==> config.mk <==
export PLATFORM = sky130hd
export DESIGN_NAME = seg7_scan_controller
export DESIGN_NICKNAME = d
export VERILOG_FILES = /design/src/rtl/seg7_scan_controller.sv
export SDC_FILE = /design/constraint.sdc
export NUM_CORES = 1
export LEC_CHECK = 0
export ABC_AREA = 1
export ABC_CLOCK_PERIOD_IN_PS = 2670
export CORE_MARGIN = 2
export CORE_UTILIZATION = 30
export CTS_BUF_LIST = sky130_fd_sc_hd__clkbuf_4 sky130_fd_sc_hd__clkbuf_8 sky130_fd_sc_hd__clkbuf_16
export CTS_CLUSTER_SIZE = 12
export DETAILED_ROUTE_END_ITERATION = 6
export HOLD_SLACK_MARGIN = 0.06
export PLACE_DENSITY = 0.56
export SKIP_CTS_REPAIR_TIMING = 1
export SLEW_MARGIN = 0
export SYNTH_ARGS = -nofsm -noshare
export SYNTH_HDL_FRONTEND = slang
export SYNTH_SLANG_ARGS = --single-unit
==> constraint.sdc <==
create_clock -name clk -period 2.67 [get_ports clk]
set_input_delay 0.534 -clock clk [delete_from_list [all_inputs] [get_ports clk]]
set_output_delay 0.534 -clock clk [all_outputs]
set_load 0.02 [all_outputs]
==> src/rtl/seg7_scan_controller.sv <==
// Time-multiplexed scan controller for a shared 7-segment decoder driving common-anode digits.
// Each digit slot opens with a short blanking gap, and the shown value only changes on a frame boundary.
//   state | meaning
//   BLANK | first BLANK_CYCLES of a slot, all anodes off, dec_data settling
//   DRIVE | rest of the slot, current digit's anode on when its mask bit is set
module seg7_scan_controller #(
    parameter int NUM_DIGITS   = 4,
    parameter int DIGIT_CYCLES = 100000,
    parameter int BLANK_CYCLES = 1000,
    parameter int CNT_W        = 17,
    localparam int IDX_W       = (NUM_DIGITS > 1) ? $clog2(NUM_DIGITS) : 1
) (
    input  logic                    clk,
    input  logic                    rst,
    input  logic [4*NUM_DIGITS-1:0] value_in,
    input  logic                    load,
    input  logic [NUM_DIGITS-1:0]   digit_mask,
    output logic [3:0]              dec_data,
    output logic [NUM_DIGITS-1:0]   an,
    output logic [IDX_W-1:0]        cur_digit,
    output logic                    load_pending,
    output logic                    frame_tick
);

    typedef enum logic {BLANK, DRIVE} state_t;

    state_t                  state;
    logic [CNT_W-1:0]        cnt;
    logic [CNT_W-1:0]        cnt_nxt;
    logic [IDX_W-1:0]        digit_nxt;
    logic [4*NUM_DIGITS-1:0] shadow;
    logic [4*NUM_DIGITS-1:0] display;
    logic [4*NUM_DIGITS-1:0] display_nxt;
    logic                    slot_end;
    logic                    frame_wrap;
    logic                    pending_nxt;
    logic                    drive_nxt;
    logic [NUM_DIGITS-1:0]   an_nxt;
    logic [3:0]              nib_nxt;

    assign slot_end   = (cnt == CNT_W'(DIGIT_CYCLES - 1));
    assign frame_wrap = slot_end && (cur_digit == IDX_W'(NUM_DIGITS - 1));
    assign cnt_nxt    = slot_end ? '0 : cnt + CNT_W'(1);

    always_comb begin
        digit_nxt = cur_digit;
        if (slot_end)
            digit_nxt = frame_wrap ? '0 : cur_digit + IDX_W'(1);
    end

    // A load coinciding with the frame wrap goes straight to display, skipping the shadow.
    always_comb begin
        display_nxt = display;
        pending_nxt = load_pending;
        if (frame_wrap) begin
            pending_nxt = 1'b0;
            if (load)
                display_nxt = value_in;
            else if (load_pending)
                display_nxt = shadow;
        end else if (load) begin
            pending_nxt = 1'b1;
        end
    end

    always_comb begin
        drive_nxt = 1'b0;
        case (state)
            BLANK:   drive_nxt = (cnt_nxt == CNT_W'(BLANK_CYCLES));
            DRIVE:   drive_nxt = !slot_end;
            default: drive_nxt = 1'b0;
        endcase
    end

    always_comb begin
        an_nxt  = '1;
        nib_nxt = '0;
        for (int k = 0; k < NUM_DIGITS; k++) begin
            if (digit_nxt == IDX_W'(k)) begin
                an_nxt[k] = !(drive_nxt && digit_mask[k]);
                nib_nxt   = display_nxt[4*k +: 4];
            end
        end
    end

    always_ff @(posedge clk or posedge rst) begin
        if (rst) begin
            state        <= BLANK;
            cnt          <= '0;
            cur_digit    <= '0;
            shadow       <= '0;
            display      <= '0;
            load_pending <= 1'b0;
            an           <= '1;
            dec_data     <= '0;
            frame_tick   <= 1'b0;
        end else begin
            state        <= drive_nxt ? DRIVE : BLANK;
            cnt          <= cnt_nxt;
            cur_digit    <= digit_nxt;
            display      <= display_nxt;
            load_pending <= pending_nxt;
            if (load)
                shadow <= value_in;
            an         <= an_nxt;
            frame_tick <= frame_wrap;
            // New nibble is latched at slot start, while the anodes are still blanked.
            if (slot_end)
                dec_data <= nib_nxt;
        end
    end

endmodule

==> results of run 1 <==
[cells by family (layout without fill, tap and decap cells)]
kind of cell | count (synthesis) | count (layout)
adder cells (fa/ha/maj) | 2 | 2
AO/OA/AOI/OAI | 39 | 39
flip-flops | 62 | 62
buffers and inverters | 78 | 120
AND/OR/NAND/NOR | 317 | 317
XOR/XNOR | 2 | 2
[layout by cell type, fill, tap and decap left out]
cell type,synthesis,routed
inv_2,3,4
and2_1,1,1
xor2_1,2,2
buf_4,0,4
nand2_1,199,199
nor3_1,3,3
a21oi_1,3,3
ha_1,2,2
nor2_1,48,48
o21ai_0,32,32
dfrtp_1,58,58
clkdlybuf4s50_1,0,34
o21ai_1,3,3
nand4_1,9,9
nor2_4,1,1
nand2_2,25,25
nand3_4,2,2
nor4_1,1,1
buf_12,1,1
clkbuf_16,0,9
dfstp_2,4,4
nor2_2,5,5
nor2_8,1,1
clkinv_2,0,4
inv_1,60,59
clkinv_4,1,1
nand3_1,21,21
clkbuf_8,0,3
nor3b_1,1,1
o21ai_2,1,1
clkinv_1,1,1
[routing by layer]
layer	global-route usage [%]	vias to the layer above	share of wire, %
met5	0	-	0
met2	23.07	60	44
met4	7.236	0	2.8
li1	-	1605	-
met3	2.700	16	4.0
met1	20.18	1391	49
[power breakdown]
group	switching, uW	internal, uW	total (uW)
Sequential	11.5	963	974
Combinational	71.5	59.1	131
Clock	414	696	1110
[through the flow]
stage                     hold WS [ps]  power, uW
after floorplan                  441.7       1064
after detailed placement         461.1       1124
after global placement           463.9       1121
after CTS                        384.1       2240
after global routing             397.1       2295
final                            389.4       2215
[worst max-delay path by stage]
stage	start	end	slack (ps)	cells past startpoint
after floorplan	rst	cnt[0]	600	1
after global placement	cnt[0]	dec_data[2]	280	11
after detailed placement	cnt[0]	dec_data[2]	270	11
after CTS	cnt[0]	dec_data[2]	270	11
after global routing	cnt[0]	dec_data[2]	90	14
final	cnt[0]	dec_data[2]	300	11
[registers in the layout, indices dropped and copies added, names as in the netlist]
register,cells
cur_digit,2
display,16
load_pending,1
shadow,16
dec_data,4
frame_tick,1
an,4
cnt,17
state,1
[final cells by class]
type                       instances  area (um2)
fill                            1255        7138
multi-input combinational        360        1619
timing repair buffer              39       390.4
tap                              143       178.9
clock buffer                      12       266.5
inverter                          65       249.0
clock inverter                     4       20.02
sequential                        62        1556
[worst register-to-register path: cells and delay by family, from the launching register on]
family / cells / cell delay [ps]
AOI/OAI and AO/OA: 1 / 410
adders and majority gates: 1 / 270
DFF: 1 / 420
and+or+nand+nor: 9 / 1210
==> metrics.txt, run 1 <==
status=finished, final reports clean; gpl congestion=0.8810; dpl cells=669; CP bufs+invs=0; TritonCTS clock tree=built; GRT Total Usage=14.87%; PortBufs=34; Max clock buf depth=2; Adder-Cell Fraction of Synth Area=0.7145%; final worst path period share=88.90%; fraction of the mapped netlist area in simple logic gates=39.34%; critical path peak fanout=15; top-count cell post-synth=nand2_1; Hold Crit Class=primary input to async pin; Clock Tree Root=clkbuf_16; Post-Route WL=8.661 mm; main combinational cell family by area after synthesis=simple AND/OR/NAND/NOR gates; Routed Antenna Nets=0; CP startpoint kind=flop; drt pass-1 iters=4; die area=12550 um2; Vias/cell=4.485; area leader, netlist=dfrtp_1; clock sinks=62; Post-route DRC=0; setup ws final=296.3 ps; final std cells w/o fill=685; Fin Clk Skew=6.950 ps; Syn Std Cell Area=between 3000 and 4000 um2; post-synth net total=525; yosys warns=0; Syn Inst Count=500; reg2reg end=dec_data[2]; top cell type's share of synthesized area=41.44%; Clock transition at path regs=60 ps; asr flop ratio synth=100.0%; Max rail drop VDD=between 0.2 and 0.3 mV; CP Capture Type=flop; Largest stage delay, worst path=420 ps; crit path kind=flop to flop; Tightest Pin Transition=around 480 ps; worst endpoint data arrival time=2650 ps; height of the die=112.0 um; delay-heaviest family, CP=simple AND/OR/NAND/NOR gates; compound-gate portion of the synthesized area=5.681%; initial antenna violation count=0; Worst path slowest cell=dfrtp_1; Routed wire per std cell=12.64 um; fmax=0.4213 GHz; post-synthesis sequential area ratio=about 44%; pre-CTS setup slack=roughly 270 ps; dpl hpwl=6.460 mm; number of global-route vias before repair=3140; fin util=37.49%; Worst EP required=2940 ps; Final Max Tran Viols=0; antenna cell count=0; row count=39; placed cell area=3994 um2; CTS buffer count=9; Slew headroom=68.29%; xor/xnor share of the synthesized area=less than 1%; largest cells by area after synthesis=dfrtp_1 (41%), nand2_1 (21%), inv_1 (6.4%), nor2_1 (5.1%), o21ai_0 (4.6%); Area Growth Syn to Fin=22.22%; setup violators final=0; Max Cap Viol=0; final hold violations=0; nets=562; Synth Register Bits=62; RSZ-0062 raised after global routing=no; Reg2Reg Depth=11; GRT overflow=0; routed vias=3072; R2R setup slack=approximately 300 ps; IO Pins=35; core area=11420 um2; die width=112.0 um; H-tree Lvls=3; Critical R2R Launch=cnt[0]; 1st-iter DRT viols=156; Design Area, Final=4280 um2; Fin Setup TNS=0 ps; largest net degree at the start of global routing=55; multiplexer share of the synthesized area=0%; unique cell type count in the Yosys netlist=29; ys flop type=dfrtp_1; Syn Area/Cell=7.004 um2; Cell Pwr Density=between 500 and 600 nW/um2; share of cells above drive strength 1=between 10% and 20%; first-pass GRT wire length=14.92 mm; worst-path cell chain=ha_1 > nand2_2 > nor2_8 > nand3_4 > nor2_4 > nand3_4 > o21ai_0 > nor2_1 > nor2_1 > nand2_1 > nand2_1; worst-skew pair later-pin latency=340 ps; synth cell count leaders=nand2_1 (199), inv_1 (60), dfrtp_1 (58); Final Critical Period=2374 ps; Leak=between 0.002 and 0.0025 uW; Post-synth EDFFs=0; initial core utilization=approximately 31%
Power figures use the tool's default switching activity.
==> run 2, diff against run 1 <==
--- a/config.mk
+++ b/config.mk
@@ -16,5 +16,5 @@
 export PLACE_DENSITY = 0.56
 export SKIP_CTS_REPAIR_TIMING = 1
-export SLEW_MARGIN = 0
+export SLEW_MARGIN = 20
 export SYNTH_ARGS = -nofsm -noshare
 export SYNTH_HDL_FRONTEND = slang
==> constraint.sdc (replaced) <==
create_clock -name clk -period 2.67 [get_ports clk]
set_input_delay 0.4005 -clock clk [delete_from_list [all_inputs] [get_ports clk]]
set_output_delay 0.4005 -clock clk [all_outputs]
set_load 0.02 [all_outputs]
==> run 2 against run 1 <==
- core utilization up 0.16 points
- register-to-register slack better by 40 ps
- critical path depth unchanged
- count of clock-buffer cells in the layout up 1
- final area up 0.44%
- clock skew down 0.75 ps
==> metrics.txt, run 2 (synthesis gave the netlist of run 1 again) <==
first-pass GRT wire length=15.12 mm; R2R setup slack=330 ps; pre-CTS setup slack=279.3 ps; Final Max Tran Viols=0; Max Cap Viol=0; Largest stage delay, worst path=between 400 and 500 ps; combinational power share=5.6%; TritonCTS clock tree=built; Switch Pwr=around 500 uW; initial core utilization=30.67%; Slew headroom=66.12%; nets=561; Routed wire per std cell=around 13 um; Worst Setup SP=cnt[0]; Clock Tree Root=clkbuf_16; internal power=between 1500 and 2000 uW; gpl congestion=about 0.93; routed vias=3126; clock sinks=62; die width=112.0 um; worst-skew pair later-pin latency=about 340 ps; Reg2Reg Depth=11; Fin Setup TNS=0 ps; most common cell after layout, fill and taps aside=nand2_1; Post-Route WL=~9 mm; most frequent cells in the layout=nand2_1 (199), inv_1 (59), dfrtp_1 (58); core area=about 11000 um2; share of cells above drive strength 1=12.01%; 1st-iter DRT viols=179; fmax=0.4276 GHz; status=finished, final reports clean; Clock transition at path regs=50 ps; Hold Crit Class=primary input to async pin; height of the die=112.0 um; max reg flops=17; Max clock buf depth=2; Switching Share=21.67%; Setup crit end=dec_data[2]; worst-path cell chain=ha_2 > nand2_2 > nor2_8 > nand3_4 > nor2_4 > nand3_4 > o21ai_0 > nor2_1 > nor2_1 > nand2_1 > nand2_1; final worst path period share=87.59%; critical path peak fanout=15; GRT Total Usage=15.26%; drt pass-1 iters=4; Tightest Pin Transition=roughly 510 ps; Fin Clk Skew=6.203 ps; Post-route DRC=0; dpl hpwl=between 6 and 7 mm; IO Pins=35; RSZ-0062 raised after global routing=no; Vias/cell=4.570; hold_ws=427.0 ps; worst endpoint data arrival time=2610 ps; CTS buffer count=9; sequential power share=between 40% and 50%; reg2reg end=dec_data[2]; number of global-route vias before repair=2976; final hold violations=0; Largest Register=cnt; row count=39; Fillers=around 1200; CP startpoint kind=flop; CP Capture Type=flop; setup ws final=between 300 and 400 ps; antenna cell count=0; fin util=37.65%; GRT overflow=0; Max rail drop VDD=0.3442 mV; initial antenna violation count=0; Final Critical Period=between 2000 and 2500 ps; Critical R2R Launch=cnt[0]; Worst path slowest cell=dfrtp_1; H-tree Lvls=3; Largest regs=cnt: 17 flops, display: 16 flops, shadow: 16 flops; die area=between 10000 and 15000 um2; Cell Pwr Density=538.2 nW/um2; Worst EP required=a little under 3000 ps; PortBufs=34; largest net degree at the start of global routing=55; crit path kind=flop to flop; Clk pwr share=approximately 52%; Routed Antenna Nets=0; Area Growth Syn to Fin=22.76%; setup violators final=0; Leak=0.002153 uW
-- run 2: changes by cell type in the layout (fill, tap and decap cells not counted), sizes merged --
cell,previous run,this run
clkbuf,12,13
bufinv,0,1
buf,5,4
clkinv,6,3
clkinvlp,0,1
-- run 2: critical path, delay by kind of cell, from the launching register on --
kind	cells	cell delay [ps]
and+or+nand+nor	9	1190
adders and majority gates	1	250
AOI/OAI and AO/OA	1	410
DFF	1	420
-- run 2: stage by stage --
stage,std cells,cell area (um2),power [uW]
floorplan,500,3502,1064
global placement,668,3986,1120
detailed placement,668,3986,1122
CTS,684,4297,2342
global route,684,4299,2402
finish,684,4299,2314
-- run 2: routing by layer --
metal  wire length, um  GRT usage (%)
met5                 0              0
met4               142          5.203
met3               475          4.104
met2              3810          22.55
met1              4440          21.75
-- run 2: how the worst min path moves through the flow --
stage | from | to | slack [ps] | cells after the start
finish | rst | shadow[10] | 430 | 2
global route | rst | shadow[12] | 480 | 2
CTS | rst | frame_tick | 450 | 2
detailed placement | shadow[10] | shadow[10] | 460 | 2
global placement | shadow[14] | shadow[14] | 460 | 2
floorplan | shadow[14] | shadow[14] | 440 | 2
-- run 2: final cells by class --
type	instances	area (um2)	share of cell area, %
clock buffer	13	267.8	6.228
clock inverter	3	42.54	0.9895
inverter	65	249.0	5.792
multi-input combinational	360	1622	37.72
sequential	62	1556	36.20
tap	143	178.9	4.162
timing repair buffer	38	382.9	8.906
-- run 2: power by group through the flow --
stage	Sequential [uW]	Combinational [uW]	Clock (uW)
CTS	973	133	1240
detailed placement	989	133	0
floorplan	987	77.3	0
global route	976	150	1280
finish	974	129	1210
global placement	989	132	0
==> run 3, diff against run 2 <==
Settings changed: ABC_CLOCK_PERIOD_IN_PS 2670 to 3000.
Clock period 2.67 ns to 3 ns, I/O delays scaled along.
==> run 3 against run 2 <==
- critical path depth rose by 3
- via count fell by 1.6%
- power fell by 16%
- worst hold slack improved by 49 ps
- first-iteration DRC count rose by 11%
- register-to-register slack improved by 230 ps
- worst setup slack improved by 230 ps
==> metrics.txt, run 3 (synthesis gave the netlist of run 1 again) <==
max reg flops=17; most frequent cells in the layout=nand2_1 (199), inv_1 (59), dfrtp_1 (58); routed vias=between 3000 and 4000; CP bufs+invs=2; Clock Tree Root=clkbuf_16; final worst path period share=roughly four fifths; worst-path cell chain=ha_1 > nand2_2 > inv_2 > nand2_1 > nor2_1 > nand3_1 > nand2_1 > nand2_1 > inv_1 > nand2_2 > nor2_1 > nor2_1 > nand2_1 > nand2_1; number of global-route vias before repair=2956; total power=1945 uW; Largest stage delay, worst path=410 ps; Largest Register=cnt; delay-heaviest family, CP=simple AND/OR/NAND/NOR gates; GRT overflow=0; Max clock buf depth=2; critical path peak fanout=12; met1 wire length=approximately 4.2 mm; nets=560; row count=39; Routed Antenna Nets=0; final hold violations=0; clock sinks=62; most common cell after layout, fill and taps aside=nand2_1; Worst EP required=3220 ps; worst-skew pair later-pin latency=roughly 340 ps; gpl congestion=about 0.95; R2R setup slack=560 ps; Max Cap Viol=0; placed cell area=just under 4000 um2; Max rail drop VDD=roughly 0.3 mV; Post-route DRC=0; first-pass GRT wire length=14.37 mm; Worst path slowest cell=dfrtp_1; status=finished, final reports clean; setup violators final=0; core area=11420 um2; TritonCTS clock tree=built; dpl hpwl=6.473 mm; drt pass-1 iters=4; PortBufs=34; CP Capture Type=flop; Vias/cell=around 4.5; IO Pins=35; Hold Crit Class=flop to flop; Leak=0.002136 uW; 1st-iter DRT viols=198; crit path kind=flop to flop; Final Critical Period=2441 ps; die width=112.0 um; Design Area, Final=about 4300 um2; hold_ws=475.6 ps; WL met2=roughly 3.8 mm; WL met3=444 um; height of the die=112.0 um; GRT Total Usage=14.45%; CP startpoint kind=flop; Cell Pwr Density=457.1 nW/um2; Tightest Pin Transition=470.2 ps; Fin Setup TNS=0 ps; Final Max Tran Viols=0; Critical Path Most Common Cell=nand2_1; Fin Clk Skew=between 9 and 10 ps; Largest regs=cnt: 17 flops, display: 16 flops, shadow: 16 flops; Routed wire per std cell=12.65 um; antenna cell count=0; Area Growth Syn to Fin=21.51%; Slew headroom=about two thirds; initial antenna violation count=0; die area=12550 um2; Clock transition at path regs=50 ps; worst endpoint data arrival time=about 2700 ps; Post-Route WL=8.637 mm; H-tree Lvls=3; setup ws final=559.0 ps; largest net degree at the start of global routing=63; RSZ-0062 raised after global routing=no; CTS buffer count=9; pre-CTS setup slack=551.5 ps; fmax=0.4097 GHz; Top Layer Used=met4; initial core utilization=30.67%; share of cells above drive strength 1=between 10% and 20%
==> run 3: changes by cell type in the layout (fill, tap and decap cells not counted), sizes merged <==
cell	delta
bufinv	-1
buf	-1
clkinv	+2
clkbuf	-1
==> run 3: power breakdown <==
group	leakage, uW	switching (uW)	internal (uW)	total, uW
clock	0.000139	369	595	964
sequential	0.000700	9.84	857	867
combinational	0.00130	63.3	51.8	115
==> run 3: routing by layer <==
layer  global-route usage [%]  up-vias
met5                        0        -
met4                    6.179        0
met3                    3.294       17
met2                    21.94       71
met1                    19.94     1395
li1                         -     1592
==> run 3: stage by stage <==
step,instances,util [%]
4_1_cts,683,37.27
3_3_place_gp,667,34.85
6_report,683,37.27
2_1_floorplan,500,-
3_5_place_dp,667,34.85
5_1_grt,683,37.27
==> run 3: tightest hold or removal path: stages, from the launching register on <==
cell	delay, ps
dfrtp_1	340
nand2_1	50
nand2_1	50
==> run 3: cell type report <==
type | instances | area (um2)
Multi-Input combinational cell | 360 | 1619
Sequential cell | 62 | 1556
Clock inverter | 4 | 22.52
Inverter | 65 | 249.0
Fill cell | 1259 | 7163
Tap cell | 143 | 178.9
Timing Repair Buffer | 37 | 375.4
Clock buffer | 12 | 254.0
==> run 3: worst paths after layout <==
path | depth (start not counted) | startpoint | to
max | 14 | cnt[0] | dec_data[0]
min | 2 | shadow[14] | shadow[14]
max reg2reg | 14 | cnt[0] | dec_data[0]
min reg2reg | 2 | shadow[14] | shadow[14]
max in group asynchronous | 3 | rst | an[1]
min in group asynchronous | 3 | rst | shadow[4]
==> RTL edit: new RTL, settings of run 1 <==
Add an input register stage for `value_in`, `load` and `digit_mask`; this delays them by one clock.
--- a/src/rtl/seg7_scan_controller.sv
+++ b/src/rtl/seg7_scan_controller.sv
@@ -25,2 +25,12 @@
     typedef enum logic {BLANK, DRIVE} state_t;
+
+    logic [4*NUM_DIGITS-1:0] value_q;
+    logic load_q;
+    logic [NUM_DIGITS-1:0] digit_mask_q;
+
+    always_ff @(posedge clk) begin
+        value_q      <= value_in;
+        load_q       <= load;
+        digit_mask_q <= digit_mask;
+    end
 
@@ -56,7 +66,7 @@
             pending_nxt = 1'b0;
-            if (load)
-                display_nxt = value_in;
+            if (load_q)
+                display_nxt = value_q;
             else if (load_pending)
                 display_nxt = shadow;
-        end else if (load) begin
+        end else if (load_q) begin
             pending_nxt = 1'b1;
@@ -79,3 +89,3 @@
             if (digit_nxt == IDX_W'(k)) begin
-                an_nxt[k] = !(drive_nxt && digit_mask[k]);
+                an_nxt[k] = !(drive_nxt && digit_mask_q[k]);
                 nib_nxt   = display_nxt[4*k +: 4];
@@ -102,4 +112,4 @@
             load_pending <= pending_nxt;
-            if (load)
-                shadow <= value_in;
+            if (load_q)
+                shadow <= value_q;
             an         <= an_nxt;
Behaviour: not the same (a bounded check fails within 4 cycles, from zero or initial values and one cycle with rst high).
==> RTL edit against run 1 <==
- worst setup slack better by 0.13 ns
- combinational power is 3% lower
- utilization is 0.14 points higher
- cell area is 11% higher
- total power is 25% higher
- synthesized area is 11% higher
- sequential cell count is 21 higher
- wire length is 5.6% higher
- sequential power is 34% higher
- critical path type unchanged
- largest power group unchanged
==> RTL edit: results (changes against run 1) <==
* Status: finished clean
* Synth top cells by count: nand2_1, dfrtp_1, inv_1
* Distinct cell type count after synthesis at 30 (+3.4%)
* CP Max Fanout at 11 (-4)
* Relative slew slack at 65.3% (-3.0 points)
* Final WL at 9140 µm (+5.6%)
* DP Area at 0.00444 mm² (+11%)
* Met3 WL at 366 µm (+5.2%)
* DR WL met2 at 4270 µm (+12%)
* Post-Place Worst Slack at 0.422 ns (+0.150 ns)
* GP Congestion at 0.855 (-3.0%)
* Vias in the first global route at 3276 (+4.3%)
* Synthesized Nets at 535 (+1.9%)
* Largest net degree at the start of global routing at 38 (-31%)
* Met1 WL at 4280 µm (+1.0%)
* CP Data Arrival Time at 2.47 ns (-0.18 ns)
* Filler cells at 1340 (+6.8%)
* Overall routing resource usage at 14.3% (-0.59 points)
* Peak supply drop at 0.000497 V (+90%)
* Vias post-DR at 3213 (+4.6%)
* First-pass GRT wire length at 15800 µm (+5.9%)
* First DRT Iteration DRCs at 164 (+5.1%)
* Setup Skew at 0.0108 ns (+0.00390 ns)
* Leak Pwr at 2.42 nW (+12%)
* Layout cells sized above 1 at 11.4% (-0.58 points)
## RTL edit: cell count changes in the layout (fill, tap and decap cells not counted), moves of 5 or more
cell,before,now
dfxtp_1,0,21
nor2_1,48,37
nand2_2,25,8
inv_1,59,49
o21ai_0,32,21
nand3_2,0,5
nand2_1,199,215
## RTL edit: worst max-delay path by stage
stage               startpoint           to  slack (ns)  depth (start not counted)
detailed placement      cnt[0]  dec_data[2]        0.42                         12
finish                  cnt[0]  dec_data[2]        0.43                         12
CTS                     cnt[0]  dec_data[2]        0.41                         12
floorplan                  rst       cnt[0]        0.60                          1
global route           cnt[16]  dec_data[2]        0.20                         13
global placement       cnt[16]  dec_data[2]        0.52                         13
## RTL edit: stage by stage
stage / cells / hold WS (ns)
5_1_grt: 724 / 0.483
4_1_cts: 724 / 0.460
3_5_place_dp: 708 / 0.442
6_report: 724 / 0.455
3_3_place_gp: 708 / 0.443
2_1_floorplan: 510 / 0.426
## RTL edit: worst max-delay path: stages, from the launching register on
cell	delay (ns)
dfrtp_1	0.43
ha_1	0.26
nand3_2	0.15
nor2_2	0.20
nand3_2	0.28
nand2_1	0.16
nand2_2	0.13
inv_2	0.13
nand2_4	0.08
nor2_1	0.10
nor2_1	0.04
o21ai_1	0.10
nand2_1	0.07
## RTL edit: report_power, final
part | leakage (nW) | switching, mW | internal, mW
registers | 0.982 | 0.0176 | 1.29
logic | 1.28 | 0.0666 | 0.0599
clock network | 0.155 | 0.497 | 0.843
## RTL edit: area by class of cell
class                   count  area (µm²)  share of cell area, %
well taps                 172         215                   4.51
clock inverters             6        88.8                   1.86
clock buffers              10         239                   5.01
repair buffers             39         390                   8.19
inverters                  57         214                   4.49
flip-flops and latches     83        1980                   41.5
multi-input cells         357        1640                   34.5
## RTL edit: routing by layer
metal	up-vias	GRT usage, %
li1	1655	-
met1	1469	18.2
met2	72	23.4
met3	17	2.86
met4	0	6.33
met5	-	0
## RTL edit: kinds of logic after synthesis
| kind of cell | Yosys count | share of synthesized area (%) |
|---|---|---|
| flops | 83 | 50.7 |
| xor+xnor | 3 | 0.673 |
| fa+ha+maj | 2 | 0.641 |
| compound gates | 35 | 5.00 |
| simple gates | 317 | 35.8 |
| buf+inv | 70 | 7.25 |
